**src/rtl/sound_pkg.sv**
```systemverilog
// rtl/sound_pkg.sv - shared sound constants: pattern entry layout, sequencer states, envelope ROM layout
package sound_pkg;

  // Pattern entry layout: [15:12] instrument, [11:8] duration, [7:0] note
  localparam int ENTRY_INSTR_LSB = 12;
  localparam int ENTRY_INSTR_W   = 4;
  localparam int ENTRY_DUR_LSB   = 8;
  localparam int ENTRY_DUR_W     = 4;
  localparam int ENTRY_NOTE_LSB  = 0;
  localparam int ENTRY_NOTE_W    = 8;

  localparam logic [7:0] NOTE_REST    = 8'h00;
  localparam logic [3:0] DURATION_END = 4'h0;

  // Sequencer states; code 2'd3 is unused and recovers to SEQ_START
  typedef enum logic [1:0] {
    SEQ_START      = 2'd0,
    SEQ_FETCH_ADDR = 2'd1,
    SEQ_READ_DATA  = 2'd2
  } seq_state_t;

  // Envelope generator ROM layout (instrument tables share the ROM with patterns)
  localparam logic [7:0] ENV_ROM_BASE        = 8'h00;
  localparam logic [7:0] ENV_WORDS_PER_INSTR = 8'h04;

  function automatic logic [3:0] entry_instrument(input logic [15:0] entry);
    return entry[ENTRY_INSTR_LSB +: ENTRY_INSTR_W];
  endfunction

  function automatic logic [3:0] entry_duration(input logic [15:0] entry);
    return entry[ENTRY_DUR_LSB +: ENTRY_DUR_W];
  endfunction

  function automatic logic [7:0] entry_note(input logic [15:0] entry);
    return entry[ENTRY_NOTE_LSB +: ENTRY_NOTE_W];
  endfunction

endpackage

```
**src/rtl/note_sequencer_if.sv**
```systemverilog
// rtl/note_sequencer_if.sv - pattern ROM bus and voice outputs of the note sequencer
interface note_sequencer_if;
  logic [7:0]  rom_addr;
  logic [15:0] rom_data;
  logic        strobe;
  logic        load_instrument;
  logic [3:0]  instrument;
  logic [7:0]  note;
  logic        gate;

  modport master (
    output rom_addr,
    input  rom_data,
    output strobe,
    output load_instrument,
    output instrument,
    output note,
    output gate
  );

  modport slave (
    input  rom_addr,
    output rom_data,
    input  strobe,
    input  load_instrument,
    input  instrument,
    input  note,
    input  gate
  );
endinterface

```
**src/rtl/note_sequencer.sv**
```systemverilog
// rtl/note_sequencer.sv - frame-driven pattern sequencer feeding envelope and oscillator; optional NOTE_SEQUENCER_TRANSPOSE_EN
module note_sequencer
  import sound_pkg::*;
#(
  parameter logic [7:0] BASE_ADDRESS   = 8'h40,
  parameter int         PATTERN_LENGTH = 16
) (
  input  logic                              i_clk,
  input  logic                              i_rst_n,
  input  logic                              i_enable,
  input  logic                              i_frame_tick,
  input  logic                              i_restart,
`ifdef NOTE_SEQUENCER_TRANSPOSE_EN
  input  logic signed [3:0]                 i_transpose,
`endif
  output logic [$clog2(PATTERN_LENGTH)-1:0] o_row_index,
  note_sequencer_if.master                  bus
);

  localparam int ROW_W = $clog2(PATTERN_LENGTH);

  seq_state_t       r_state;
  logic [ROW_W-1:0] r_row;
  logic [3:0]       r_remaining;
  logic             r_strobe;
  logic             r_load;
  logic [3:0]       r_instrument;
  logic [7:0]       r_note;
  logic             r_gate;

  seq_state_t       w_nxt_state;
  logic [ROW_W-1:0] w_nxt_row;
  logic [3:0]       w_nxt_remaining;
  logic             w_nxt_strobe;
  logic             w_nxt_load;
  logic [3:0]       w_nxt_instrument;
  logic [7:0]       w_nxt_note;
  logic             w_nxt_gate;
  logic [7:0]       w_rom_addr;

  logic [3:0]       w_entry_instr;
  logic [3:0]       w_entry_dur;
  logic [7:0]       w_entry_note;
  logic [7:0]       w_note_adj;

  assign w_entry_instr = entry_instrument(bus.rom_data);
  assign w_entry_dur   = entry_duration(bus.rom_data);
  assign w_entry_note  = entry_note(bus.rom_data);

`ifdef NOTE_SEQUENCER_TRANSPOSE_EN
  logic signed [9:0] w_note_sum;
  assign w_note_sum = $signed({2'b00, w_entry_note}) + $signed({{6{i_transpose[3]}}, i_transpose});

  // Transposed pitch, clamped so a real note never collapses into a rest
  always_comb begin
    w_note_adj = w_entry_note;
    if (w_entry_note != NOTE_REST) begin
      if (w_note_sum < 10'sd1)        w_note_adj = 8'd1;
      else if (w_note_sum > 10'sd255) w_note_adj = 8'hFF;
      else                            w_note_adj = w_note_sum[7:0];
    end
  end
`else
  assign w_note_adj = w_entry_note;
`endif

  // State register plus all datapath registers, async-cleared
  always_ff @(posedge i_clk or negedge i_rst_n) begin
    if (!i_rst_n) begin
      r_state      <= SEQ_START;
      r_row        <= '0;
      r_remaining  <= 4'd0;
      r_strobe     <= 1'b0;
      r_load       <= 1'b0;
      r_instrument <= 4'd0;
      r_note       <= 8'd0;
      r_gate       <= 1'b0;
    end else begin
      r_state      <= w_nxt_state;
      r_row        <= w_nxt_row;
      r_remaining  <= w_nxt_remaining;
      r_strobe     <= w_nxt_strobe;
      r_load       <= w_nxt_load;
      r_instrument <= w_nxt_instrument;
      r_note       <= w_nxt_note;
      r_gate       <= w_nxt_gate;
    end
  end

  // Next-state, datapath updates and ROM address; restart overrides everything
  always_comb begin
    w_nxt_state      = r_state;
    w_nxt_row        = r_row;
    w_nxt_remaining  = r_remaining;
    w_nxt_strobe     = 1'b0;
    w_nxt_load       = 1'b0;
    w_nxt_instrument = r_instrument;
    w_nxt_note       = r_note;
    w_nxt_gate       = r_gate;
    w_rom_addr       = 8'h00;

    case (r_state)
      SEQ_START: begin
        if (i_frame_tick && i_enable) begin
          if (r_remaining != 4'd0) begin
            w_nxt_remaining = r_remaining - 4'd1;
            w_nxt_strobe    = 1'b1;
          end else begin
            w_nxt_state = SEQ_FETCH_ADDR;
          end
        end
      end
      SEQ_FETCH_ADDR: begin
        w_rom_addr  = BASE_ADDRESS + 8'(r_row);
        w_nxt_state = SEQ_READ_DATA;
      end
      SEQ_READ_DATA: begin
        if (w_entry_dur != DURATION_END) begin
          w_nxt_note      = w_note_adj;
          // A rest leaves the instrument alone so the envelope keeps its voice
          if (w_entry_note != NOTE_REST) w_nxt_instrument = w_entry_instr;
          w_nxt_gate      = (w_entry_note != NOTE_REST);
          w_nxt_load      = (w_entry_note != NOTE_REST);
          w_nxt_strobe    = 1'b1;
          w_nxt_remaining = w_entry_dur - 4'd1;
          w_nxt_row       = r_row + ROW_W'(1);
          w_nxt_state     = SEQ_START;
        end else if (r_row != '0) begin
          w_nxt_row   = '0;
          w_nxt_state = SEQ_FETCH_ADDR;
        end else begin
          // End marker at row 0: the pattern is empty, stay silent
          w_nxt_gate      = 1'b0;
          w_nxt_remaining = 4'd0;
          w_nxt_state     = SEQ_START;
        end
      end
      default: w_nxt_state = SEQ_START;
    endcase

    if (i_restart) begin
      w_nxt_state     = SEQ_START;
      w_nxt_row       = '0;
      w_nxt_remaining = 4'd0;
      w_nxt_gate      = 1'b0;
      w_nxt_strobe    = 1'b0;
      w_nxt_load      = 1'b0;
    end
  end

  assign bus.rom_addr        = w_rom_addr;
  assign bus.strobe          = r_strobe;
  assign bus.load_instrument = r_load;
  assign bus.instrument      = r_instrument;
  assign bus.note            = r_note;
  assign bus.gate            = r_gate;
  assign o_row_index         = r_row;

endmodule

```
**src/flat_wrapper.sv**
```systemverilog
// flat-port wrapper written by rule: the top's interface ports become plain ports
module note_sequencer_flat import sound_pkg::*;
#(
  parameter logic [7:0] BASE_ADDRESS   = 8'h40,
  parameter int         PATTERN_LENGTH = 16
)
  (i_clk, i_rst_n, i_enable, i_frame_tick, i_restart, o_row_index, bus_rom_addr, bus_rom_data, bus_strobe, bus_load_instrument, bus_instrument, bus_note, bus_gate);
  note_sequencer_if bus_i ();
  input  logic i_clk;
  input  logic i_rst_n;
  input  logic i_enable;
  input  logic i_frame_tick;
  input  logic i_restart;
  output logic [$clog2(PATTERN_LENGTH)-1:0] o_row_index;
  output wire logic [$bits(bus_i.rom_addr)-1:0] bus_rom_addr;
  input wire logic [$bits(bus_i.rom_data)-1:0] bus_rom_data;
  output wire logic [$bits(bus_i.strobe)-1:0] bus_strobe;
  output wire logic [$bits(bus_i.load_instrument)-1:0] bus_load_instrument;
  output wire logic [$bits(bus_i.instrument)-1:0] bus_instrument;
  output wire logic [$bits(bus_i.note)-1:0] bus_note;
  output wire logic [$bits(bus_i.gate)-1:0] bus_gate;
  assign bus_rom_addr = bus_i.rom_addr;
  assign bus_i.rom_data = bus_rom_data;
  assign bus_strobe = bus_i.strobe;
  assign bus_load_instrument = bus_i.load_instrument;
  assign bus_instrument = bus_i.instrument;
  assign bus_note = bus_i.note;
  assign bus_gate = bus_i.gate;
  note_sequencer #(.BASE_ADDRESS(BASE_ADDRESS), .PATTERN_LENGTH(PATTERN_LENGTH)) u_core (.i_clk(i_clk), .i_rst_n(i_rst_n), .i_enable(i_enable), .i_frame_tick(i_frame_tick), .i_restart(i_restart), .o_row_index(o_row_index), .bus(bus_i));
endmodule
```
**config.mk**
```make
export PLATFORM = sky130hd
export DESIGN_NAME = note_sequencer_flat
export DESIGN_NICKNAME = d
export VERILOG_FILES = /design/src/rtl/sound_pkg.sv /design/src/rtl/note_sequencer_if.sv /design/src/rtl/note_sequencer.sv /design/src/flat_wrapper.sv
export SDC_FILE = /design/constraint.sdc
export NUM_CORES = 1
export LEC_CHECK = 0
export CAP_MARGIN = 25
export CELL_PAD_IN_SITES_DETAIL_PLACEMENT = 1
export CELL_PAD_IN_SITES_GLOBAL_PLACEMENT = 1
export CORE_ASPECT_RATIO = 1.75
export CORE_MARGIN = 1
export CORE_UTILIZATION = 30
export CTS_CLUSTER_SIZE = 8
export DETAILED_ROUTE_END_ITERATION = 6
export PLACE_DENSITY = 0.8
export RECOVER_POWER = 50
export SYNTH_ARGS = -nofsm -noshare
export SYNTH_HDL_FRONTEND = slang
export SYNTH_SLANG_ARGS = --single-unit
```
**constraint.sdc**
```tcl
create_clock -name i_clk -period 4.3 [get_ports i_clk]
set_input_delay 1.075 -clock i_clk [delete_from_list [all_inputs] [get_ports i_clk]]
set_output_delay 1.075 -clock i_clk [all_outputs]
set_load 0.02 [all_outputs]
```
* Word level (Yosys, flattened, before mapping)
Index checks and enable logic that the tools add are counted.
Word-level totals: flip-flop bits (word level) 25
Operators by class: add/subtract/negate cells 4, equality and inequality tests 7, muxes and demuxes 29, reduce and logical (&&, ||, !) cells 15
Operators with widths (number):
- two-way mux 4 bit | 9
- two-way mux 1 bit | 12
- nonzero test 4 bit | 3
- inequality test 3 x 2 -> 1 bit (second input constant) | 3
- adder 7 x 4 -> 8 bit (first input constant) | 1
- two-way mux 2 bit | 4
- two-way mux 8 bit | 1
- one-hot mux 4 bit (2 select lines) | 1
- AND reduction 2 bit | 4
- nonzero test 8 bit | 1
- subtractor 4 x 1 -> 4 bit (second input constant) | 2
- one-hot mux 2 bit (3 select lines) | 1
- nonzero test 3 bit | 2
- adder 4 x 1 -> 4 bit (second input constant) | 1
- inequality test 4 x 3 -> 1 bit (second input constant) | 1
- AND reduction 4 bit | 1
- inequality test 3 bit (second input constant) | 1
- AND reduction 3 bit | 1
- equality test 2 x 1 -> 1 bit (second input constant) | 1
- equality test 2 bit (second input constant) | 1
- zero test 2 bit | 1
- one-hot mux 1 bit (2 select lines) | 1
- nonzero test 2 bit | 1
- logical AND 1 bit | 1

* Depth between registers and ports, before layout
word-level depth 5, depth in mapped cells 7

* Worst setup path after synthesis
No wires, ideal clock.
path type in2reg, start input port bus_rom_data[8], end register u_core.r_instrument[0], in the netlist u_core.bus.instrument[0], library setup time 127 ps, data arrival time 2144 ps, data required time 4173 ps, path slack 2028 ps, stages 5, path buffers 0, path through inv_1 > ha_1 > nor3b_2 > a211oi_2 > mux2_1
On the way: cells in the longest elaborated chain, start to end 2
RTL lines:
- start: declaration | line flat_wrapper.sv:16 | input wire logic [$bits(bus_i.rom_data)-1:0] bus_rom_data;
- nonzero test 4 bit | line note_sequencer.sv:118 | if (w_entry_dur != DURATION_END) begin
- AND reduction 3 bit (no line)
- end signal: assignment | line note_sequencer.sv:84 | r_instrument <= w_nxt_instrument;
- end: declaration | line note_sequencer.sv:27 | logic [3:0] r_instrument;
Every way passes these cells. A chain may end at the register's enable or synchronous reset.

* Final worst setup path
start register u_core.r_state[1], end output port bus_rom_addr[2]
On the way: cells in the longest elaborated chain, start to end 2
RTL lines:
- start: declaration | line note_sequencer.sv:22 | seq_state_t r_state;
- start signal: assignment | line note_sequencer.sv:79 | r_state <= w_nxt_state;
- equality test 2 x 1 -> 1 bit | line note_sequencer.sv:102 | case (r_state)
- two-way mux 8 bit | line note_sequencer.sv:102
- end: declaration | line flat_wrapper.sv:15 | output wire logic [$bits(bus_i.rom_addr)-1:0] bus_rom_addr;
Every way passes these cells.

==> out/results.ini <==
[status]
outcome=complete, no violations

[final_layout]
fin_util_pct=43.9
drive_gt1_share_pct=4.95
antenna-diode-count=0
final_nets=210
syn_to_final_growth_pct=39.6
fillers=502
final_cell_mix=31 x clkdlybuf4s50_1, 29 x nand2_1, 25 x dfrtp_1
mostFrequentLayoutCell=clkdlybuf4s50_1

[route]
post_drt_wl_per_cell_um=15.9
drtPass1Iterations=4
viasPerCell=5.03
vias=1163
wl_um=3670
drc=0
initialDrtViolationCount=20
ant_nets=0

[power]
leakagePower_nw=0.813
power_frac_clock_pct=15.5
p_comb_share_pct=45.6
power_density_nw_per_um2=488
p_total_mw=0.898
internal_power_mw=0.565
power.switching_mw=0.333
sw_frac_of_total_pct=37.1
ir_drop_uv=207
p_seq_share_pct=39.0

[timing]
drv_slew=0
min_period_ns=2.91
fmax_mhz=344
tightest_slew_ns=1.00
grt_setup_unrepaired=false
hold_viol_final=0
fin_skew_ns=0.00275
fin_tns_setup_ns=0
hold_slack_ns=0.480
setup_viol_count_final=0
maxSlewHeadroom_pct=33.4
period_share_pct=67.7
setup_slack_ns=1.39

[yosys]
yosysSeqAreaShare_pct=47.5
synthCells=137
ys_types=40
synth_seq_cells=25
synth_area_per_cell_um2=9.61
syn_area_um2=1320
yosysWarnings=0

[critical_path]
crit_fanout=6
crit_required_ns=3.22
slowest_delay_ns=0.59
path_cells=nor2b_1 > and2_2 > clkdlybuf4s50_1
slowest_stage=clkdlybuf4s50_1
critical_path_class=register to primary output
cp-start-kind=register
arrival_ns=1.83
endpoint_kind=primary output

[cts]
clkSlewWorstSetupHoldPaths_ns=0.09
cts_resized=0
cts-buffers-inserted=3
clkSinkCount=25
ctsHtreeMaxLevel=1
holdBufCountCts=0
cts_setup_buffers=0
clk_latency_ns=0.26
cts_buffer_depth=2
cts_tree=yes
cts_root_buf=clkbuf_8

[placed_design]
gp_congestion=0.757
pre_cts_ws_ns=1.15
port_buffers=44
dpl.hpwl_um=3000

[floorplan]
fp.dieW_um=52.1
core_um2=4190
rows=31
start_util_pct=31.4
io_pins=48
dieArea_um2=4670
die_y_um=89.6

[global_route]
grt_pass1_wl_um=5950
antenna_found_initial=0
grt_pass1_vias=1317
grt_max_degree=19
grt_overflow=0
grtUsageTotal_pct=17.3

[worst_hold_path]
hp-class=register to register

[flow_run]
max_cap_violations=0

[critical path: cells and delay by family, from the launching register on]
| kind | cells | cell delay (ns) |
|---|---|---|
| flip-flops | 1 | 0.42 |
| AND/OR/NAND/NOR | 2 | 0.55 |
| buffers and inverters | 1 | 0.59 |
[sequential cells by signal (all words and copies together) (netlist names)]
name,cells
u_core.bus.note,8
u_core.bus.strobe,1
u_core.r_remaining,4
u_core.bus.instrument,4
u_core.r_state,2
u_core.bus.gate,1
u_core.bus.load_instrument,1
u_core.o_row_index,4
[path summary, 6_finish.rpt]
kind                                                start                                   end  slack (ns)  cells after the start
max                         u_core.r_state[1]$_DFFE_PN0P_                       bus_rom_addr[2]        1.39                      3
min                        u_core.bus.note[5]$_DFFE_PN0P_        u_core.bus.note[5]$_DFFE_PN0P_        0.48                      2
max reg2reg                 u_core.r_state[0]$_DFFE_PN0P_     u_core.r_remaining[2]$_DFFE_PN0P_        2.48                      4
min reg2reg                u_core.bus.note[5]$_DFFE_PN0P_        u_core.bus.note[5]$_DFFE_PN0P_        0.48                      2
max in group asynchronous                         i_rst_n        u_core.bus.note[7]$_DFFE_PN0P_        1.91                      2
min in group asynchronous                         i_rst_n  u_core.bus.instrument[1]$_DFFE_PN0P_        1.16                      1
[area by class of cell]
class	instances	area, µm²	area share (%)
Multi-Input combinational cell	99	628	34.2
Tap cell	49	61.3	3.34
Timing Repair Buffer	45	444	24.2
Clock buffer	4	45.0	2.45
Inverter	9	33.8	1.84
Sequential cell	25	626	34.0
[synth_stat cells]
master	number	share of area (%)
dfrtp_1	25	48
a32oi_1	1	0.67
and2_2	1	0.57
nor2b_1	1	0.48
conb_1	1	0.28
nor3b_2	1	0.95
buf_2	2	0.76
o22ai_1	2	0.95
nor2_1	4	1.1
a21o_1	1	0.57
a31oi_1	1	0.48
or3b_1	2	1.3
a211oi_2	1	0.95
and2_4	1	0.67
mux2i_1	1	0.76
a21oi_1	8	3.0
ha_1	6	5.7
or3b_4	1	0.86
inv_1	9	2.6
or3_1	1	0.48
xor2_1	1	0.67
nor4bb_1	1	0.76
a2bb2oi_1	1	0.67
nand3_1	3	1.1
and2b_1	1	0.57
clkbuf_1	1	0.28
o32ai_2	1	1.2
xnor2_1	2	1.3
buf_4	3	1.7
nor3_1	4	1.5
nor4_1	2	0.95
nand2_1	29	8.3
o21ai_1	1	0.38
nand3b_1	1	0.57
a22oi_1	1	0.57
o21ai_0	2	0.76
nand2b_1	3	1.4
o2bb2ai_1	1	0.67
mux2_1	4	3.4
and2_1	5	2.4
[power groups by stage]
stage | sequential [mW] | clock, mW | combinational (mW)
global route | 0.360 | 0.150 | 0.447
global placement | 0.351 | 0 | 0.404
finish | 0.350 | 0.139 | 0.409
CTS | 0.353 | 0.140 | 0.430
floorplan | 0.424 | 0 | 0.159
detailed placement | 0.357 | 0 | 0.429
[metrics by stage]
step / area (µm²) / std cells
after floorplan: 1320 / 139
after global placement: 1790 / 226
after detailed placement: 1820 / 227
after CTS: 1860 / 231
after global routing: 1840 / 231
final: 1840 / 231
[cells by family (layout without fill, tap and decap cells)]
family,Yosys count,count (layout),share of synthesized area [%]
compound gates,21,21,10.9
other cells,1,3,0.285
fa+ha+maj,6,6,5.70
mux,5,5,4.18
xor+xnor,3,3,2.00
simple gates,61,61,24.0
flops,25,25,47.5
buf+inv,15,58,5.32
[metal layers]
metal,vias up,share of wire [%],track usage (%)
met4,0,2.5,8.11
li1,544,-,-
met5,-,0,0
met2,44,57,34.4
met1,567,37,17.1
met3,8,4.1,1.52
Note: power is estimated with default switching activity, not from simulation.
